`src/rtl/uart_tx_unit.sv`:
```
// UART transmitter: one 8N1 frame (start, data LSB-first, stop) per accepted request.
// Optional macro UART_TX_PARITY_EN inserts an even-parity bit before stop (8E1).
module uart_tx_unit #(
    parameter int unsigned CLK_FREQ  = 50000000,
    parameter int unsigned BAUD_RATE = 9600
) (
    input  logic       clk,
    input  logic       rst,
    input  logic       start_tx,
    input  logic [7:0] data_tx,
    output logic       tx_done,
    output logic       tx_out
);

    localparam int unsigned BIT_TICKS = CLK_FREQ / BAUD_RATE;
    localparam int unsigned CNT_W     = $clog2(BIT_TICKS) + 1;
    localparam int unsigned IDX_W     = 3;
    localparam logic [CNT_W-1:0] CNT_LAST = CNT_W'(BIT_TICKS - 1);
    localparam logic [IDX_W-1:0] IDX_LAST = IDX_W'(7);

    typedef enum logic [2:0] {
        S_IDLE,
        S_START,
        S_DATA,
        S_PARITY,
        S_STOP
    } state_t;

    state_t             r_state;
    state_t             w_state_nxt;
    logic [CNT_W-1:0]   r_cnt;
    logic [CNT_W-1:0]   w_cnt_nxt;
    logic [IDX_W-1:0]   r_idx;
    logic [IDX_W-1:0]   w_idx_nxt;
    logic [7:0]         r_shift;
    logic [7:0]         w_shift_nxt;
    logic               r_tx_out;
    logic               w_tx_out_nxt;
    logic               r_tx_done;
    logic               w_tx_done_nxt;
    logic               w_bit_end;

    assign w_bit_end = (r_cnt == CNT_LAST);
    assign tx_out    = r_tx_out;
    assign tx_done   = r_tx_done;

    // State and datapath registers
    always_ff @(posedge clk) begin
        if (!rst) begin
            r_state   <= S_IDLE;
            r_cnt     <= '0;
            r_idx     <= '0;
            r_shift   <= '0;
            r_tx_out  <= 1'b1;
            r_tx_done <= 1'b0;
        end else begin
            r_state   <= w_state_nxt;
            r_cnt     <= w_cnt_nxt;
            r_idx     <= w_idx_nxt;
            r_shift   <= w_shift_nxt;
            r_tx_out  <= w_tx_out_nxt;
            r_tx_done <= w_tx_done_nxt;
        end
    end

    // Next-state and next-output logic; the line level is computed one cycle ahead
    always_comb begin
        w_state_nxt   = r_state;
        w_idx_nxt     = r_idx;
        w_shift_nxt   = r_shift;
        w_tx_out_nxt  = r_tx_out;
        w_tx_done_nxt = 1'b0;
        w_cnt_nxt     = (w_bit_end || (r_state == S_IDLE)) ? '0 : r_cnt + CNT_W'(1);

        case (r_state)
            S_IDLE: begin
                w_tx_out_nxt = 1'b1;
                w_idx_nxt    = '0;
                if (start_tx) begin
                    w_shift_nxt  = data_tx;
                    w_state_nxt  = S_START;
                    w_tx_out_nxt = 1'b0;
                end
            end
            S_START: begin
                if (w_bit_end) begin
                    w_state_nxt  = S_DATA;
                    w_idx_nxt    = '0;
                    w_tx_out_nxt = r_shift[0];
                end
            end
            S_DATA: begin
                if (w_bit_end) begin
                    if (r_idx == IDX_LAST) begin
`ifdef UART_TX_PARITY_EN
                        w_state_nxt  = S_PARITY;
                        w_tx_out_nxt = ^r_shift;
`else
                        w_state_nxt  = S_STOP;
                        w_tx_out_nxt = 1'b1;
`endif
                    end else begin
                        w_idx_nxt    = r_idx + IDX_W'(1);
                        w_tx_out_nxt = r_shift[r_idx + IDX_W'(1)];
                    end
                end
            end
`ifdef UART_TX_PARITY_EN
            S_PARITY: begin
                if (w_bit_end) begin
                    w_state_nxt  = S_STOP;
                    w_tx_out_nxt = 1'b1;
                end
            end
`endif
            S_STOP: begin
                w_tx_out_nxt = 1'b1;
                if (w_bit_end) begin
                    w_state_nxt   = S_IDLE;
                    w_tx_done_nxt = 1'b1;
                end
            end
            default: begin
                w_state_nxt  = S_IDLE;
                w_tx_out_nxt = 1'b1;
            end
        endcase
    end

endmodule

```
`config.mk`:
```
export PLATFORM = sky130hd
export DESIGN_NAME = uart_tx_unit
export DESIGN_NICKNAME = d
export VERILOG_FILES = /design/src/rtl/uart_tx_unit.sv
export SDC_FILE = /design/constraint.sdc
export NUM_CORES = 1
export LEC_CHECK = 0
export ABC_AREA = 1
export BUFFER_PORTS_ARGS = -buffer_cell sky130_fd_sc_hd__buf_2
export CORE_ASPECT_RATIO = 1.2
export CORE_MARGIN = 5
export CORE_UTILIZATION = 35
export CTS_BUF_LIST = sky130_fd_sc_hd__clkbuf_16
export CTS_CLUSTER_SIZE = 25
export DETAILED_ROUTE_END_ITERATION = 10
export SLEW_MARGIN = 20
export SYNTH_ARGS = -nofsm -noshare
export SYNTH_HDL_FRONTEND = slang
export SYNTH_SLANG_ARGS = --single-unit
```
`constraint.sdc`:
```
create_clock -name clk -period 2.66 [get_ports clk]
set_input_delay 0.266 -clock clk [delete_from_list [all_inputs] [get_ports clk]]
set_output_delay 0.266 -clock clk [all_outputs]
set_load 0.05 [all_outputs]
```
### Word level (Yosys, flattened, before mapping)

Index checks and enable logic that the tools add are counted.

| word-level totals | value |
|---|---|
| bits in latches | 0 |
| output and inout bits | 2 |
| bits in read-only memories | 0 |
| memories | 0 |
| logic and storage cells | 47 |
| bits of input ports | 11 |
| RAM bits | 0 |
| register bits | 30 |

| operators by class | value |
|---|---|
| equal/unequal tests | 11 |
| $mul | 0 |
| $lt $le $gt $ge | 1 |
| add/subtract/negate cells | 2 |
| shift operators | 0 |
| multiplexer cells | 17 |
| bitwise logic cells | 1 |
| divide/modulo/power cells | 0 |
| reduce and logical (&&, ||, !) cells | 9 |

Operator list:

| kind | number |
|---|---|
| $mux W3 | 7 |
| $add A14 B1 Y14 const B | 1 |
| $eq A14 B13 Y1 const B | 1 |
| $ne A2 B2 Y1 const B | 6 |
| $pmux W3 S4 | 1 |
| $pmux W3 S3 | 1 |
| $eq A3 B3 Y1 const B | 2 |
| $mux W1 | 6 |
| $reduce_and A2 Y1 | 3 |
| $reduce_and A5 Y1 | 1 |
| $lt A3 B4 Y1 const B | 1 |
| $reduce_and A4 Y1 | 1 |
| $add A3 B1 Y3 const B | 1 |
| $bmux W1 S3 | 1 |
| $eq A3 B1 Y1 const B | 1 |
| $eq A3 B2 Y1 const B | 1 |
| $logic_not A3 Y1 | 1 |
| $pmux W1 S3 | 1 |
| $reduce_bool A3 Y1 | 1 |
| $reduce_or A2 Y1 | 1 |
| $logic_or A1 B1 Y1 | 1 |
| $not A1 Y1 | 1 |

### Longest topological paths before layout

Gate-level depths: netlist of run 1.

| depth | value |
|---|---|
| word-level depth | 6 |
| depth in mapped cells | 10 |
| gate-level depth less buffers | 10 |

### Worst setup path after synthesis of run 1

No wires, ideal clock.

| path | value |
|---|---|
| path kind | flip-flop to flip-flop |
| start point | register r_idx[0] |
| end point | register r_tx_out, in the netlist tx_out |
| setup time | 0.120 ns |
| path slack | 1.266 ns |
| data required time | 2.540 ns |
| period minus slack after synthesis | 1.394 ns |
| arrival | 1.274 ns |
| buffers on the path | 0 |
| stages on the path, launching flop included | 11 |
| cell sequence | dfxtp_1 ha_1 ha_1 inv_1 nand3_1 nand3_1 nand2_1 nand2_1 nand2_1 nand2_1 nand3_1 |

| on the way | value |
|---|---|
| longest elaborated chain between the ends | 6 |
| elaborated cells between the ends (all ways) | 7 |
| classes of those cells | 1 x add/sub; 1 x eq/ne; 5 x mux |

RTL lines:

| element | line | text |
|---|---|---|
| start: declaration | 33 | `logic [IDX_W-1:0] r_idx;` |
| start signal: assignment | 59 | `r_idx <= w_idx_nxt;` |
| $add A3 B1 Y3 | 104 | `w_tx_out_nxt = r_shift[r_idx + IDX_W'(1)];` |
| $bmux W1 S3 | 104 |  |
| $mux W1 (not written as such) | 104 |  |
| $mux W1 * | 94 | `if (r_idx == IDX_LAST) begin` |
| $mux W1 * | 93 | `if (w_bit_end) begin` |
| $pmux W1 S3 * | 75 | `case (r_state)` |
| end signal: assignment | 61 | `r_tx_out <= w_tx_out_nxt;` |
| end: declaration | 37 | `logic r_tx_out;` |

Mark *: on every way between the ends. The rest lies on a longest branch, timed or not. The select of a mux whose other input is x is not followed.
A chain may end at the register's enable or synchronous reset.

### Worst setup path after layout of run 1

| path | value |
|---|---|
| start point | register r_state[0] |
| end point | register r_cnt[12] |

| on the way | value |
|---|---|
| longest elaborated chain between the ends | 3 |

RTL lines:

| element | line | text |
|---|---|---|
| start: declaration | 29 | `state_t r_state;` |
| start signal: assignment | 57 | `r_state <= w_state_nxt;` |
| $logic_not A3 Y1 | 73 | `w_cnt_nxt = (w_bit_end \|\| (r_state == S_IDLE)) ? '0 : r_cnt + CNT_W'(1);` |
| $logic_or A1 B1 Y1 | 73 |  |
| $reduce_or A2 Y1 (no source line) | -- |  |
| end signal: assignment | 58 | `r_cnt <= w_cnt_nxt;` |
| end: declaration | 31 | `logic [CNT_W-1:0] r_cnt;` |

No other way between the ends.

==> results of run 1 <==
[state kept, by name, summed over array words and instances, names as in the netlist]
signal and cells:
tx_done 1, r_shift 8, r_idx 3, tx_out 1, r_cnt 14, r_state 3
[through the flow]
stage          total power, mW  hold slack, ns  utilization, %
5_1_grt                   1.63           0.264            42.1
3_5_place_dp             0.999           0.440            38.9
4_1_cts                   1.53           0.237            42.1
2_1_floorplan            0.926           0.350               -
3_3_place_gp             0.991           0.445            38.9
6_report                  1.52           0.241            42.1
[final cells by class]
cell class | count | area share [%]
clock buffer | 5 | 6.92
clock inverter | 3 | 0.692
multi-input combinational | 163 | 45.2
timing repair buffer | 12 | 3.32
tap | 56 | 3.87
sequential | 30 | 33.2
inverter | 33 | 6.85
[cell usage after synthesis]
library cell,instances
nor2_4,1
ha_1,3
xor2_1,2
nor3_4,1
inv_1,24
clkbuf_1,2
nor3_1,4
o21ai_1,5
o21ai_0,3
nand2_1,56
inv_2,8
o21ai_2,1
nand4_1,4
nor2_2,4
clkinv_1,1
nand3_1,25
buf_6,1
nand2_4,2
a21oi_1,13
nor3b_1,2
nor3_2,2
nand2_2,7
a211oi_2,1
nor2_1,27
dfxtp_1,30
[final timing paths]
check	end	slack, ns	cells past startpoint
worst max-delay path	r_cnt[12]	1.08	6
worst min-delay path	tx_out	0.24	2
worst max register to register	r_cnt[12]	1.08	6
worst min register to register	r_cnt[0]	0.45	1
[kinds of logic after synthesis]
logic type	share of synthesized area, %
AOI/OAI and AO/OA	8.10
xor gates and xnor gates	1.12
adders and majority gates	2.41
buffers and inverters	9.14
DFF	38.5
and+or+nand+nor	40.7
[critical path, stage by stage (launching register included)]
cell and delay [ns]:
dfxtp_1 0.37, nor3_2 0.58, nor2_1 0.11, nand2_2 0.20, inv_2 0.11, nand3_1 0.09, inv_1 0.04
[report_power, final]
group / switching, mW / internal [mW] / total, mW
registers: 0.0452 / 0.512 / 0.557
logic: 0.284 / 0.148 / 0.431
clock network: 0.192 / 0.337 / 0.529
total: 0.521 / 0.997 / 1.52
[routing by layer]
| layer | GRT usage [%] | vias to the layer above | routed length [µm] |
|---|---|---|---|
| li1 | - | 763 | - |
| met1 | 14.0 | 627 | 1490 |
| met2 | 19.2 | 18 | 1470 |
| met3 | 3.38 | 6 | 106 |
| met4 | 6.15 | 0 | 62 |
| met5 | 0 | - | 0 |
==> metrics.txt, run 1 <==
outcome=finished clean; R2R Path Start=r_state[0]; crit path capture type=flip-flop; number of H-tree levels=2; Fmax achieved=~630 MHz; Pwr Density=839 mW/mm²; largest area contributor in the netlist=dfxtp_1; post-route antenna net violation count=0; final max-slew violation count=0; global-route wire length before repair=5720 µm; leak pwr=0.759 nW; Clock Sinks=30; Ports=13; RSZ-0062 raised after global routing=false; CTS Root Cell=clkbuf_16; initial core utilization=36.3%; Congestion Overflow GR=0; Worst Slack Setup Final=1.08 ns; Req. time, crit path=2.84 ns; # resized after CTS=0; Mapped Avg Cell Area=6.81 µm²; relative slew slack=54.9%; GP Congestion=0.764; fillers=455; buffers added on ports=12; dpl ws=roughly 1.1 ns; syn_nets=243; clk buf depth=2; post-CTS setup buffers=0; hold wc startpoint=rst; GRT Resource Usage Total=between 10% and 20%; largest net degree at the start of global routing=12; non-filler cells, final=between 300 and 400; die width=71.0 µm; Die ar.=0.00590 mm²; final hold violation count=0; Antenna Cells=0; Unique masters post-synth=25; crit path DAT=1.76 ns; maximum vdd ir drop=around 320 µV; Tmin final=1.58 ns; Setup CP Type=flip-flop to flip-flop; share of cells above drive strength 1=18.3%; footprint of the multi-input gates=817 µm²; Final period util=59.5%; WL per Instance=10.4 µm; number of setup violations in the final report=0; Residual DRC=0; Yosys Warn Count=0; 1st-iter DRT viols=52; register area share after synthesis=38.5%; CTS Hold Bufs=0; placed cells=294; Synth Register Bits=30; clock latency on the worst-skew pair=0.27 ns; via count=approximately 1.4k; mapped cell area=between 0.0015 and 0.002 mm²; commonest non-fill, non-tap cell in the layout=nand2_1; synth top area cells=dfxtp_1 (38%), nand2_1 (13%), nand3_1 (8.0%), nor2_1 (6.5%), inv_1 (5.8%); Synth Instances=229; Synth top area share=around 38%; clock skew=~0.0091 ns; antenna violations before repair=0; Max Fanout on Critical Path=11; Worst Tran Pin Value=0.672 ns; Core ar.=0.00429 mm²; CP Launch Type=flip-flop; post-route cell area=0.00181 mm²; setup tns final=0 ns; Core Rows=26; most frequent cells in the layout=nand2_1 (56), dfxtp_1 (30), nor2_1 (27); max_cap viols=0; Post-Route WL=3130 µm; Placed Area=0.00167 mm²; worst min path class=input pin to flip-flop; Crit. Startpoint=r_state[0]; register area=601 µm²; vias in the first global route=1377; Reg clk slew, reported paths=0.05 ns; CTS buffer count=5; CTS tree=yes; DR pass1 iterations=4; Detailed Place HPWL=2380 µm; Die Y=83.1 µm; Final #Nets=259; Area growth, synth to finish=16.0%; DR vias/cell=roughly 4.7
(Power assumes the default switching activity.)
==> inputs of run 2 (changes only) <==
Clock period 2.66 ns to 1.3 ns, I/O delays scaled along.
==> run 2 against run 1 <==
  * Clock skew fell by 0.0022 ns
  * Clock power up 100%
  * The flow now finishes with violations (negative setup slack)
  * Via count rose by 6.2%
  * Total power is 120% higher
  * Sequential power is 110% higher
  * Largest cell class unchanged
  * Utilization rose by 7.5 points
  * Final cell count rose by 7.6%
  * Combinational power grew to 2.6 times the previous value
  * Critical path depth grew 4
==> metrics.txt, run 2 (synthesis results as in run 1) <==
Post-Route WL=3500 µm; Worst Slack Setup Final=-0.0255 ns; crit path capture type=flip-flop; Tmin final=1.33 ns; die width=71.0 µm; Die ar.=between 0.005 and 0.006 mm²; Area growth, synth to finish=36.6%; post-route cell area=0.00213 mm²; Fmax achieved=754 MHz; Die Y=roughly 83 µm; buffers added on ports=12; Final #Nets=between 200 and 300; Placed Area=0.00183 mm²; most frequent cells in the layout=nand2_1 (53), nor2_1 (25), inv_1 (24); DR pass1 iterations=4; relative slew slack=80.0%; Final period util=102%; vias in the first global route=1465; most used cell along the critical path=nand2_1; max_cap viols=0; final hold violation count=0; antenna violations before repair=0; CTS tree=yes; outcome=complete, but fails checks; Clock Sinks=30; fillers=458; leak pwr=0.925 nW; RSZ-0062 raised after global routing=true; Antenna Cells=0; Biggest register=r_cnt; clock latency on the worst-skew pair=0.27 ns; CTS buffer count=5; Buf/Inv on CP=1; Core Rows=26; post-route antenna net violation count=0; Congestion Overflow GR=0; Largest regs=r_cnt (14), r_shift (8); Core ar.=0.00429 mm²; Setup CP Type=flip-flop to flip-flop; largest net degree at the start of global routing=11; crit path DAT=~1.5 ns; CTS Hold Bufs=0; Residual DRC=0; via count=1501; GP Congestion=~0.77; Largest stage delay, worst path=between 0.3 and 0.4 ns; clock skew=just under 0.007 ns; register area=617 µm²; initial core utilization=36.3%; Detailed Place HPWL=around 2500 µm; max reg flops=14; Max Fanout on Critical Path=3; share of cells above drive strength 1=roughly a third; worst min path class=input pin to flip-flop; clk buf depth=2; CP delay by family, top=adder cells; DR vias/cell=about 4.6; CTS Root Cell=clkbuf_16; number of H-tree levels=2; commonest non-fill, non-tap cell in the layout=nand2_1; Critical Path, Cell by Cell=ha_4 > ha_4 > inv_4 > nand3_2 > nand3_1 > nand2_1 > nand2_1 > nand2_1 > nand2_1 > nand3_1; Worst Tran Pin Value=0.298 ns; GRT Resource Usage Total=12.4%; CP Launch Type=flip-flop; WL per Instance=roughly 11 µm; failing checks=negative setup slack; Req. time, crit path=1.46 ns; 1st-iter DRT viols=60; footprint of the multi-input gates=936 µm²; Reg clk slew, reported paths=approximately 0.050 ns; Pwr Density=between 1500 and 2000 mW/mm²; number of setup violations in the final report=3; final max-slew violation count=0; slowest CP cell=dfxtp_2; Ports=13; maximum vdd ir drop=725 µV; setup tns final=-0.0525 ns; global-route wire length before repair=6040 µm; Final Total Pwr=3.35 mW
[run 2: worst paths after layout]
| kind | from | endpoint | slack, ns | cells after the start |
|---|---|---|---|---|
| max reg2reg | r_idx[0] | tx_out | -0.03 | 10 |
| min | rst | tx_out | 0.11 | 2 |
| min reg2reg | r_cnt[0] | r_cnt[0] | 0.44 | 1 |
| max | r_idx[0] | tx_out | -0.03 | 10 |
[run 2: stage by stage]
| stage | instances | setup slack (ns) | utilization [%] | hold WS (ns) |
|---|---|---|---|---|
| after floorplan | 229 | 0.00496 | - | 0.214 |
| after global placement | 310 | -0.0228 | 42.5 | 0.391 |
| after detailed placement | 310 | -0.0577 | 42.5 | 0.393 |
| after CTS | 322 | -0.00291 | 47.0 | 0.108 |
| after global routing | 325 | -0.132 | 49.7 | 0.114 |
| final | 325 | -0.0255 | 49.7 | 0.112 |
[run 2: area by class of cell]
class	count	share of cell area, %
Multi-Input combinational cell	163	43.9
Sequential cell	30	28.9
Clock buffer	5	5.87
Timing Repair Buffer	35	11.3
Tap cell	56	3.29
Clock inverter	3	0.587
Inverter	33	6.16
[run 2: layer usage]
metal  GRT usage, %  vias up  share of wire, %
met2           20.3       16                50
met4           5.98        0               1.8
met3           3.38        6               3.3
met5              0        -                 0
met1           14.9      676                45
li1               -      803                 -
[run 2: timing repair]
action                                  4_1_cts  5_1_grt
endpoints found under the setup margin        9       23
pin swaps                                     5       10
gates resized for setup                       7       25
cloned                                        0        0
setup buffers                                 4        3
[run 2: where the power goes]
group / total [mW] / internal (mW) / switching, mW
logic: 1.10 / 0.454 / 0.643
registers: 1.17 / 1.06 / 0.115
clock network: 1.08 / 0.689 / 0.387
total: 3.35 / 2.20 / 1.14
==> inputs of run 3 (changes only) <==
Settings changed: PLACE_DENSITY set to 0.51.
==> run 3 against run 2 <==
  * The flow still finishes with violations (negative setup slack)
  * Via count rose by 0.93%
  * Clock power is essentially flat
  * Total power rose by 0.31%
  * Sequential share of layout area is 0.32 points lower
  * Register-to-register slack improved by 0.02 ns
  * Die area is the same
  * Critical path type unchanged
  * Critical endpoint is now r_cnt[10]
==> metrics.txt, run 3 (synthesis results as in run 1) <==
crit path capture type=flip-flop; GP Congestion=around 0.8; via count=around 1.5k; max_cap viols=0; clk buf depth=2; placed cells=between 300 and 400; Clk pwr share=about a third; Tmin final=approximately 1.3 ns; worst min path class=input pin to flip-flop; internal power=2.21 mW; Antenna Cells=0; Die Y=83.1 µm; Placed Area=0.00187 mm²; Fmax achieved=765 MHz; number of setup violations in the final report=1; clock latency on the worst-skew pair=0.27 ns; crit path DAT=about 1.5 ns; buffers added on ports=12; share of cells above drive strength 1=36.7%; CP Launch Type=flip-flop; antenna violations before repair=0; Residual DRC=0; post-route cell area=0.00214 mm²; Setup CP Type=flip-flop to flip-flop; CTS Hold Bufs=0; setup tns final=-0.00799 ns; Post-Route WL=3570 µm; Detailed Place HPWL=2760 µm; GRT Resource Usage Total=approximately an eighth; Pwr Density=roughly 1600 mW/mm²; failing checks=negative setup slack; Largest regs=r_cnt (14), r_shift (8); initial core utilization=36.3%; commonest non-fill, non-tap cell in the layout=nand2_1; power share of the combinational group=approximately 33%; die width=about 70 µm; Final #Nets=284; Reg clk slew, reported paths=~0.050 ns; Core ar.=approximately 0.0043 mm²; clock skew=roughly 0.0031 ns; final hold violation count=0; relative slew slack=80.1%; leak pwr=0.949 nW; largest net degree at the start of global routing=11; Die ar.=roughly 0.0059 mm²; CTS tree=yes; Biggest register=r_cnt; NetSw=1.15 mW; outcome=complete, but fails checks; non-filler cells, final=~330; Final Total Pwr=3.36 mW; Congestion Overflow GR=0; CTS buffer count=5; fin util=49.8%; global-route wire length before repair=roughly 6300 µm; CTS Root Cell=clkbuf_16; Clock Sinks=30; most frequent cells in the layout=nand2_1 (53), nor2_1 (25), buf_4 (24); Net Sw Frac=34.1%; Final period util=101%; number of H-tree levels=2; Seq pwr share=35.1%; vias in the first global route=1525; Area growth, synth to finish=37.0%; maximum vdd ir drop=973 µV; Worst Slack Setup Final=-0.00799 ns; Core Rows=26; Worst Hold Margin=0.110 ns; Max Fanout on Critical Path=3; dpl ws=-0.0504 ns; Req. time, crit path=roughly 1.5 ns; DR pass1 iterations=4; final max-slew violation count=0; Worst Tran Pin Value=0.297 ns; RSZ-0062 raised after global routing=true; DR vias/cell=4.65; WL per Instance=between 10 and 15 µm; post-route antenna net violation count=0; max reg flops=14; Ports=13; 1st-iter DRT viols=47
-- run 3: cell types whose count changed in the layout (fill, tap and decap cells not counted), sizes merged --
cell	previous run	this run
buf	35	37
inv	33	32
-- run 3: worst max-delay path: stages (launching register included) --
cell     delay, ns
dfxtp_2       0.35
ha_4          0.15
nand2_4       0.06
nor2_4        0.11
nand2_2       0.08
nor2_4        0.14
nand2_4       0.07
xor2_1        0.16
nand2_1       0.05
inv_1         0.03
-- run 3: worst paths after layout --
check        startpoint    endpoint  slack (ns)  cells after the start
max            r_cnt[0]   r_cnt[10]      -0.008                      9
min                 rst      tx_out        0.11                      2
max reg2reg    r_cnt[0]   r_cnt[10]      -0.008                      9
min reg2reg  r_shift[2]  r_shift[2]        0.46                      2
-- run 3: layout make-up --
type / instances / area (µm²)
clock buffers: 5 / 125
clock inverters: 2 / 10.0
fillers: 477 / 2160
inverters: 33 / 126
multi-input cells: 163 / 943
flip-flops and latches: 30 / 612
well taps: 56 / 70.1
repair buffers: 37 / 251
-- run 3: metal layers --
| metal | vias to the layer above | global-route usage (%) | wire [µm] |
|---|---|---|---|
| li1 | 808 | - | - |
| met1 | 683 | 14.7 | 1630 |
| met2 | 17 | 22.5 | 1770 |
| met3 | 7 | 3.74 | 114 |
| met4 | 0 | 5.64 | 59 |
| met5 | - | 0 | 0 |
-- run 3: what timing repair did --
| item | in CTS | in global routing |
|---|---|---|
| gates resized for setup | 13 | 15 |
| setup endpoints to repair | 7 | 21 |
| endpoints found under the hold margin | 0 | 0 |
| pin swaps | 9 | 12 |
| setup buffers | 0 | 3 |
-- run 3: power by group through the flow --
stage / logic [mW] / clock network [mW] / registers, mW
2_1_floorplan: 0.729 / 0 / 1.21
3_3_place_gp: 1.03 / 0 / 1.18
3_5_place_dp: 1.02 / 0 / 1.18
4_1_cts: 1.10 / 1.11 / 1.17
5_1_grt: 1.26 / 1.12 / 1.19
6_report: 1.11 / 1.07 / 1.18
